--- src/rtl/mipi_cmd_seq.sv ---
// Command-table sequencer: walks a synchronous ROM of PKT / DELAY / END entries
// and hands packets one at a time to a downstream MIPI packet assembler.
module mipi_cmd_seq #(
    parameter int          TBL_AW      = 8,
    parameter logic [23:0] TIMEOUT_CYC = 24'd1000000,
    parameter logic [15:0] DLY_UNIT    = 16'd1000
) (
    input  logic              clkin,
    input  logic              rstn,
    input  logic              seq_go,
    output logic [TBL_AW-1:0] tbl_addr,
    input  logic [31:0]       tbl_data,
    output logic              pkt_start,
    output logic [5:0]        pkt_dt,
    output logic [15:0]       pkt_wc,
    output logic              hs_cfg,
    input  logic              packet_finish,
    output logic              seq_busy,
    output logic              seq_done,
    output logic              seq_err
);
    typedef enum logic [2:0] {IDLE, FETCH, DECODE, START, WAIT, DELAY, DONE, ERR} state_t;
    typedef enum logic [1:0] {OP_END = 2'b00, OP_PKT = 2'b01, OP_DLY = 2'b10, OP_BAD = 2'b11} op_t;

    state_t            state, state_nxt;
    logic [TBL_AW-1:0] addr_nxt;
    logic [5:0]        dt_nxt;
    logic [15:0]       wc_nxt;
    logic              hs_nxt, busy_nxt, err_nxt;
    logic              fin_q, fin_edge;
    logic [23:0]       wait_cnt, wait_nxt;
    logic [31:0]       dly_cnt, dly_nxt;
    logic              adv, fail;
    op_t               op;
    logic              unused_bits;

    assign op          = op_t'(tbl_data[31:30]);
    assign fin_edge    = packet_finish & ~fin_q;
    assign unused_bits = ^tbl_data[28:22];

    always_ff @(posedge clkin or negedge rstn) begin
        if (!rstn) begin
            state    <= IDLE;
            tbl_addr <= '0;
            pkt_dt   <= '0;
            pkt_wc   <= '0;
            hs_cfg   <= 1'b0;
            seq_busy <= 1'b0;
            seq_err  <= 1'b0;
            fin_q    <= 1'b0;
            wait_cnt <= '0;
            dly_cnt  <= '0;
        end else begin
            state    <= state_nxt;
            tbl_addr <= addr_nxt;
            pkt_dt   <= dt_nxt;
            pkt_wc   <= wc_nxt;
            hs_cfg   <= hs_nxt;
            seq_busy <= busy_nxt;
            seq_err  <= err_nxt;
            fin_q    <= packet_finish;
            wait_cnt <= wait_nxt;
            dly_cnt  <= dly_nxt;
        end
    end

    always_comb begin
        state_nxt = state;
        addr_nxt  = tbl_addr;
        dt_nxt    = pkt_dt;
        wc_nxt    = pkt_wc;
        hs_nxt    = hs_cfg;
        busy_nxt  = seq_busy;
        err_nxt   = seq_err;
        wait_nxt  = wait_cnt;
        dly_nxt   = dly_cnt;
        pkt_start = 1'b0;
        seq_done  = 1'b0;
        adv       = 1'b0;
        fail      = 1'b0;

        case (state)
            IDLE: begin
                if (seq_go) begin
                    addr_nxt  = '0;
                    err_nxt   = 1'b0;
                    busy_nxt  = 1'b1;
                    state_nxt = FETCH;
                end
            end
            FETCH: state_nxt = DECODE;
            DECODE: begin
                case (op)
                    OP_END: begin
                        hs_nxt    = 1'b0;
                        busy_nxt  = 1'b0;
                        state_nxt = DONE;
                    end
                    OP_PKT: begin
                        hs_nxt    = tbl_data[29];
                        dt_nxt    = tbl_data[21:16];
                        wc_nxt    = tbl_data[15:0];
                        state_nxt = START;
                    end
                    OP_DLY: begin
                        dly_nxt   = {16'b0, tbl_data[15:0]} * {16'b0, DLY_UNIT};
                        state_nxt = DELAY;
                    end
                    default: fail = 1'b1;
                endcase
            end
            START: begin
                pkt_start = 1'b1;
                wait_nxt  = '0;
                state_nxt = WAIT;
            end
            WAIT: begin
                // a finish edge in the expiry cycle still counts as success
                if (fin_edge)
                    adv = 1'b1;
                else if (wait_cnt + 24'd1 >= TIMEOUT_CYC)
                    fail = 1'b1;
                else
                    wait_nxt = wait_cnt + 24'd1;
            end
            DELAY: begin
                if (dly_cnt <= 32'd1)
                    adv = 1'b1;
                else
                    dly_nxt = dly_cnt - 32'd1;
            end
            DONE: begin
                seq_done  = 1'b1;
                state_nxt = IDLE;
            end
            default: state_nxt = IDLE;
        endcase

        if (adv) begin
            if (&tbl_addr) begin
                fail = 1'b1;
            end else begin
                addr_nxt  = tbl_addr + 1'b1;
                state_nxt = FETCH;
            end
        end

        if (fail) begin
            err_nxt   = 1'b1;
            hs_nxt    = 1'b0;
            busy_nxt  = 1'b0;
            state_nxt = ERR;
        end
    end
endmodule

--- config.mk ---
export PLATFORM = sky130hd
export DESIGN_NAME = mipi_cmd_seq
export DESIGN_NICKNAME = d
export VERILOG_FILES = /design/src/rtl/mipi_cmd_seq.sv
export SDC_FILE = /design/constraint.sdc
export NUM_CORES = 1
export LEC_CHECK = 0
export BUFFER_PORTS_ARGS = -buffer_cell sky130_fd_sc_hd__buf_2
export CAP_MARGIN = 30
export CORE_ASPECT_RATIO = 1.5
export CORE_MARGIN = 3
export CORE_UTILIZATION = 45
export CTS_CLUSTER_SIZE = 16
export DETAILED_ROUTE_END_ITERATION = 16
export SLEW_MARGIN = 10
export SYNTH_ARGS = -nofsm -noshare
export SYNTH_HDL_FRONTEND = slang
export SYNTH_SLANG_ARGS = --single-unit
--- constraint.sdc ---
create_clock -name clkin -period 8.5 [get_ports clkin]
set_clock_uncertainty 0.2 [all_clocks]
set_input_delay 0.425 -clock clkin [delete_from_list [all_inputs] [get_ports clkin]]
set_output_delay 0.425 -clock clkin [all_outputs]
set_load 0.03 [all_outputs]
## Yosys cells after proc, flatten, opt, wreduce, memory -nomap -nowiden

Index checks and enable logic that the tools add are counted.

- Add/subtract/negate cells: 3
- Bitwise logic cells: 2
- Div/mod/pow operators: 0
- Equal/unequal tests: 14
- $lt $le $gt $ge: 2
- Muxes and demuxes: 37
- Reduce and logical (&&, ||, !) cells: 18
- Multipliers: 1
- Shifts and indexed selects: 0

Operators by type and width:

| operator | number |
|---|---|
| two-way mux 32 bit | 2 |
| one-hot mux 32 bit (2 select lines) | 1 |
| two-way mux 24 bit | 2 |
| one-hot mux 24 bit (2 select lines) | 1 |
| <= comparator 32 x 1 -> 1 bit, second input constant | 1 |
| two-way mux 8 bit | 4 |
| subtractor 32 x 1 -> 32 bit, second input constant | 1 |
| adder 24 x 1 -> 24 bit, second input constant | 1 |
| >= comparator 24 x 20 -> 1 bit, second input constant | 1 |
| multiplier 16 x 7 -> 23 bit, second input constant | 1 |
| two-way mux 1 bit | 17 |
| one-hot mux 3 bit (5 select lines) | 1 |
| two-way mux 3 bit | 4 |
| nonzero test 2 bit | 5 |
| equality test 3 bit, second input constant | 3 |
| one-hot mux 3 bit (3 select lines) | 1 |
| AND reduction 3 bit | 3 |
| adder 8 x 1 -> 8 bit, second input constant | 1 |
| inequality test 2 bit, second input constant | 4 |
| one-hot mux 1 bit (2 select lines) | 4 |
| AND reduction 8 bit | 1 |
| equality test 3 x 2 -> 1 bit, second input constant | 2 |
| inequality test 3 bit, second input constant | 2 |
| AND reduction 2 bit | 3 |
| other kinds (10) | 11 |

- Bits in registers: 93
- Bits in writable memories: 0
- Logic and storage cells: 87
- Output and inout port bits: 35
- Memory bits (read-only): 0
- Input port bits: 36
- Bits in latches: 0
- Memories kept: 0

## Depth between registers and ports, before layout

- Depth in word-level cells: 9
- Gate-level depth with buffers: 17

## Worst setup path after synthesis

OpenSTA, ideal clock, no wires.

- Kind: input -> register
- From: in tbl_data[5]
- To: reg dly_cnt[25]
- Library setup time: 0.127 ns
- Arrival: 4.527 ns
- Required time: 8.173 ns
- Setup slack: 3.646 ns
- Cell stages on the path: 14
- Path through: inv_1 > fa_1 > fa_1 > fa_1 > fa_1 > inv_1 > ha_1 > or4_1 > o22a_1 > a21oi_1 > o21ai_0 > o41ai_1 > o221ai_1 > nand3b_1

- Cells in the longest elaborated chain, start to end: 3

RTL lines:

| item | line | source |
|---|---|---|
| from (decl) | 12 | `input logic [31:0] tbl_data,` |
| multiplier 16 x 7 -> 23 bit | 106 | `dly_nxt = {16'b0, tbl_data[15:0]} * {16'b0, DLY_UNIT};` |
| two-way mux 32 bit | 93 | `case (op)` |
| one-hot mux 32 bit (2 select lines) | 82 | `case (state)` |
| to (signal assigned) | 63 | `dly_cnt <= dly_nxt;` |
| to (decl) | 32 | `logic [31:0] dly_cnt, dly_nxt;` |

No other way between the ends. The select of a mux whose other input is x is not followed.
A chain may end at the register's enable or synchronous reset.

## Worst setup path after layout

Ends and elaborated chain as after synthesis.

==> summary.md <==
| Metric | Value |
|---|---|
| Clk_lat worst skew | 0.36 ns |
| Setup TNS | 0 ns |
| Post-Route WL | between 15000 and 20000 um |
| Area growth from synthesis to layout | 10.8% |
| Clock transition at path regs | 0.07 ns |
| Die extent in x | roughly 110 um |
| DR WL/cell | between 15 and 20 um |
| Fillers | between 1.5k and 2k |
| Area of the die | about 0.019 mm^2 |
| Mapped Nets | around 1000 |
| Share of cells above drive strength 1 | 13.8% |
| Residual DRC | 0 |
| Number of global-route vias before repair | roughly 6.4k |
| RSZ-0062 raised after global routing | no |
| Fraction of registers with async set/reset | between 90% and 100% |
| Die height | 167 um |
| Crit path capture type | flop |
| Number of flops mapped to enable cells by yosys | 0 |
| Worst Tran Pin Value | between 0.8 and 0.9 ns |
| Tmin final | 5.05 ns |
| Register area share after synthesis | about 30% |
| Final hold viol count | 0 |
| CP max FO | 6 |
| Peak supply drop | 0.162 mV |
| Worst EP required | about 8.5 ns |
| IO Pins | 71 |
| Hold WS | a little under 0.1 ns |
| Initial core utilization | 46.1% |
| Total gr overflow | 0 |
| Initial antenna violation count | 0 |
| P per Cell Area | between 300 and 400 mW/mm^2 |
| Fmax | 0.198 GHz |
| FF+latch count, synth | 93 |
| Cells after Synth | ~830 |
| Routability cong. | about 0.83 |
| Ys Warns | 0 |
| Critical Path Start Type | input port |
| Worst hold path type | input port to flop |
| Antenna Nets Post-Route | 0 |
| DR pass1 iterations | 5 |
| Slew margin rel. | between 40% and 50% |
| Final slew viol count | 0 |
| Status | complete, no violations |
| Mapped Area | 0.00776 mm^2 |
| First DRT Iteration DRCs | approximately 300 |
| CTS buffer count | 9 |
| Post-DP HPWL | ~14000 um |
| Number of diodes | 0 |
| Worst path arrival time | between 5 and 6 ns |
| Final Cycle Share | 59.5% |
| Synth cell types | just under 70 |
| Core ar. | 0.0168 mm^2 |
| Top_reg_cell synth | dfrtp_1 |
| Deepest clock path buffer count | 2 |
| Setup-failing EPs final | 0 |
| # clock sinks | 93 |
| MaxCap Viol Count | 0 |
| Crit path kind | input port to flop |
| Routed via count | 6108 |
| Total GRT Usage | between 10% and 20% |
| Fin nets | just over 1k |
| PortBufs | 63 |
| First-pass GRT wire length | approximately 31000 um |
| CTS tree | done |
| Mean post-synth cell area | between 9 and 10 um^2 |
| # Post-CTS Setup Buffers | 0 |
| LEAKAGE | slightly below 4 nW |
| Row count | 58 |
| Root buffer cell | clkbuf_16 |
| DR vias/cell | approximately 5.6 |
| Largest net degree at the start of global routing | 70 |
| H-tree depth | 3 |
[worst max-delay path: stages]
cell,delay (ns)
buf_2,0.12
inv_1,0.23
fa_1,0.50
fa_1,0.56
fa_1,0.44
fa_1,0.52
inv_1,0.04
ha_1,0.25
or4_1,0.56
o22a_1,0.23
a21oi_1,0.24
o21ai_0,0.18
o41ai_1,0.40
o221ai_1,0.20
nand3b_1,0.18
[routing by layer]
| metal | part of all wire, % | vias to the layer above | track usage (%) |
|---|---|---|---|
| li1 | - | 3053 | - |
| met1 | 40 | 2945 | 22.5 |
| met2 | 55 | 77 | 36.8 |
| met3 | 2.1 | 33 | 2.69 |
| met4 | 3.1 | 0 | 7.58 |
| met5 | 0 | - | 0 |
[flip-flops by register name, indices dropped and copies added (netlist names), 3 cells and up]
register / flops
pkt_dt: 6
state: 3
pkt_wc: 16
dly_cnt: 32
tbl_addr: 8
wait_cnt: 24
[what timing repair did]
item                                   CTS  global route
gates resized for setup                  0             0
hold buffers                             2             0
endpoints found under the hold margin   25             0
[layout by cell type (no fill, tap or decap), drive strengths merged, types with 14 or more instances in the layout]
master,n
nor3,30
a21oi,49
dfrtp,93
ha,61
nand2,55
or4,14
and3,15
buf,69
inv,87
nand3,23
nor2,65
fa,54
o21ai,60
mux2,23
xor2,18
[final timing paths]
check                                         from                 endpoint  slack [ns]  cells past startpoint
max                                    tbl_data[5]  dly_cnt[25]$_DFFE_PN0P_        3.45                     15
max reg2reg                wait_cnt[0]$_DFFE_PN0P_  wait_cnt[9]$_DFFE_PN0P_        4.64                      9
min in group asynchronous                     rstn   dly_cnt[6]$_DFFE_PN0P_        0.34                      2
min reg2reg                    seq_err$_DFFE_PN0P_      seq_err$_DFFE_PN0P_        0.28                      2
max in group asynchronous                     rstn  dly_cnt[25]$_DFFE_PN0P_        6.84                      4
min                                   tbl_data[17]    pkt_dt[1]$_DFFE_PN0P_         0.1                      2
[cell type report]
cell class	count	area [um^2]	area share, %
Multi-Input combinational cell	623	4970	57.9
Inverter	86	323	3.76
Tap cell	210	263	3.06
Clock buffer	10	229	2.66
Clock inverter	6	71.3	0.830
Sequential cell	93	2330	27.1
Timing Repair Buffer	71	407	4.73
[Yosys cell counts, drive strengths merged, types with 5 or more instances]
| master | n | area [um^2] |
|---|---|---|
| dfrtp | 93 | 2330 |
| xor2 | 18 | 158 |
| or4 | 14 | 109 |
| nor2 | 65 | 246 |
| a21o | 5 | 37.5 |
| a21oi | 49 | 249 |
| o221ai | 5 | 43.8 |
| and4 | 5 | 43.8 |
| nor4 | 11 | 90.1 |
| clkbuf | 24 | 92.6 |
| or3 | 9 | 61.3 |
| o41ai | 6 | 52.6 |
| nand2 | 55 | 206 |
| fa | 54 | 1080 |
| and3 | 15 | 93.8 |
| a31oi | 11 | 68.8 |
| nor3 | 30 | 160 |
| nand4 | 9 | 62.6 |
| a211oi | 6 | 45.0 |
| o31ai | 9 | 67.6 |
| mux2 | 23 | 259 |
| nor2b | 5 | 31.3 |
| buf | 7 | 40.0 |
| xnor2 | 11 | 96.3 |
| nand3 | 23 | 115 |
| inv | 86 | 323 |
| o21ai | 60 | 304 |
| o211ai | 5 | 42.5 |
| ha | 61 | 763 |
| and2 | 9 | 56.3 |
| a22oi | 6 | 45.0 |
[report_power, final]
part | internal, W | leakage (nW) | switching, W
registers | 0.000593 | 1.19 | 0.000145
clock network | 0.000231 | 0.139 | 0.000188
logic | 0.000642 | 2.63 | 0.000917
[metrics by stage]
| stage | instances | total power, W | util, % | cell area, um^2 | worst slack [ns] |
|---|---|---|---|---|---|
| 2_1_floorplan | 833 | 0.00195 | - | 7760 | 3.65 |
| 3_5_place_dp | 1080 | 0.00231 | 49.0 | 8250 | 3.03 |
| 4_1_cts | 1098 | 0.00275 | 50.9 | 8570 | 3.40 |
| 5_1_grt | 1099 | 0.00300 | 51.0 | 8590 | 3.16 |
| 3_3_place_gp | 1079 | 0.00229 | 48.9 | 8230 | 3.09 |
| 6_report | 1099 | 0.00272 | 51.0 | 8590 | 3.45 |
[cells by family (layout without fill, tap and decap cells)]
logic type | count (synthesis) | after routing | synth area share [%]
buffers and inverters | 117 | 173 | 5.87
xor gates and xnor gates | 29 | 29 | 3.27
muxes | 27 | 27 | 3.86
adders and majority gates | 115 | 115 | 23.8
AOI/OAI and AO/OA | 186 | 186 | 15.2
and+or+nand+nor | 266 | 266 | 18.1
DFF | 93 | 93 | 30.0
Power figures use the tool's default switching activity.
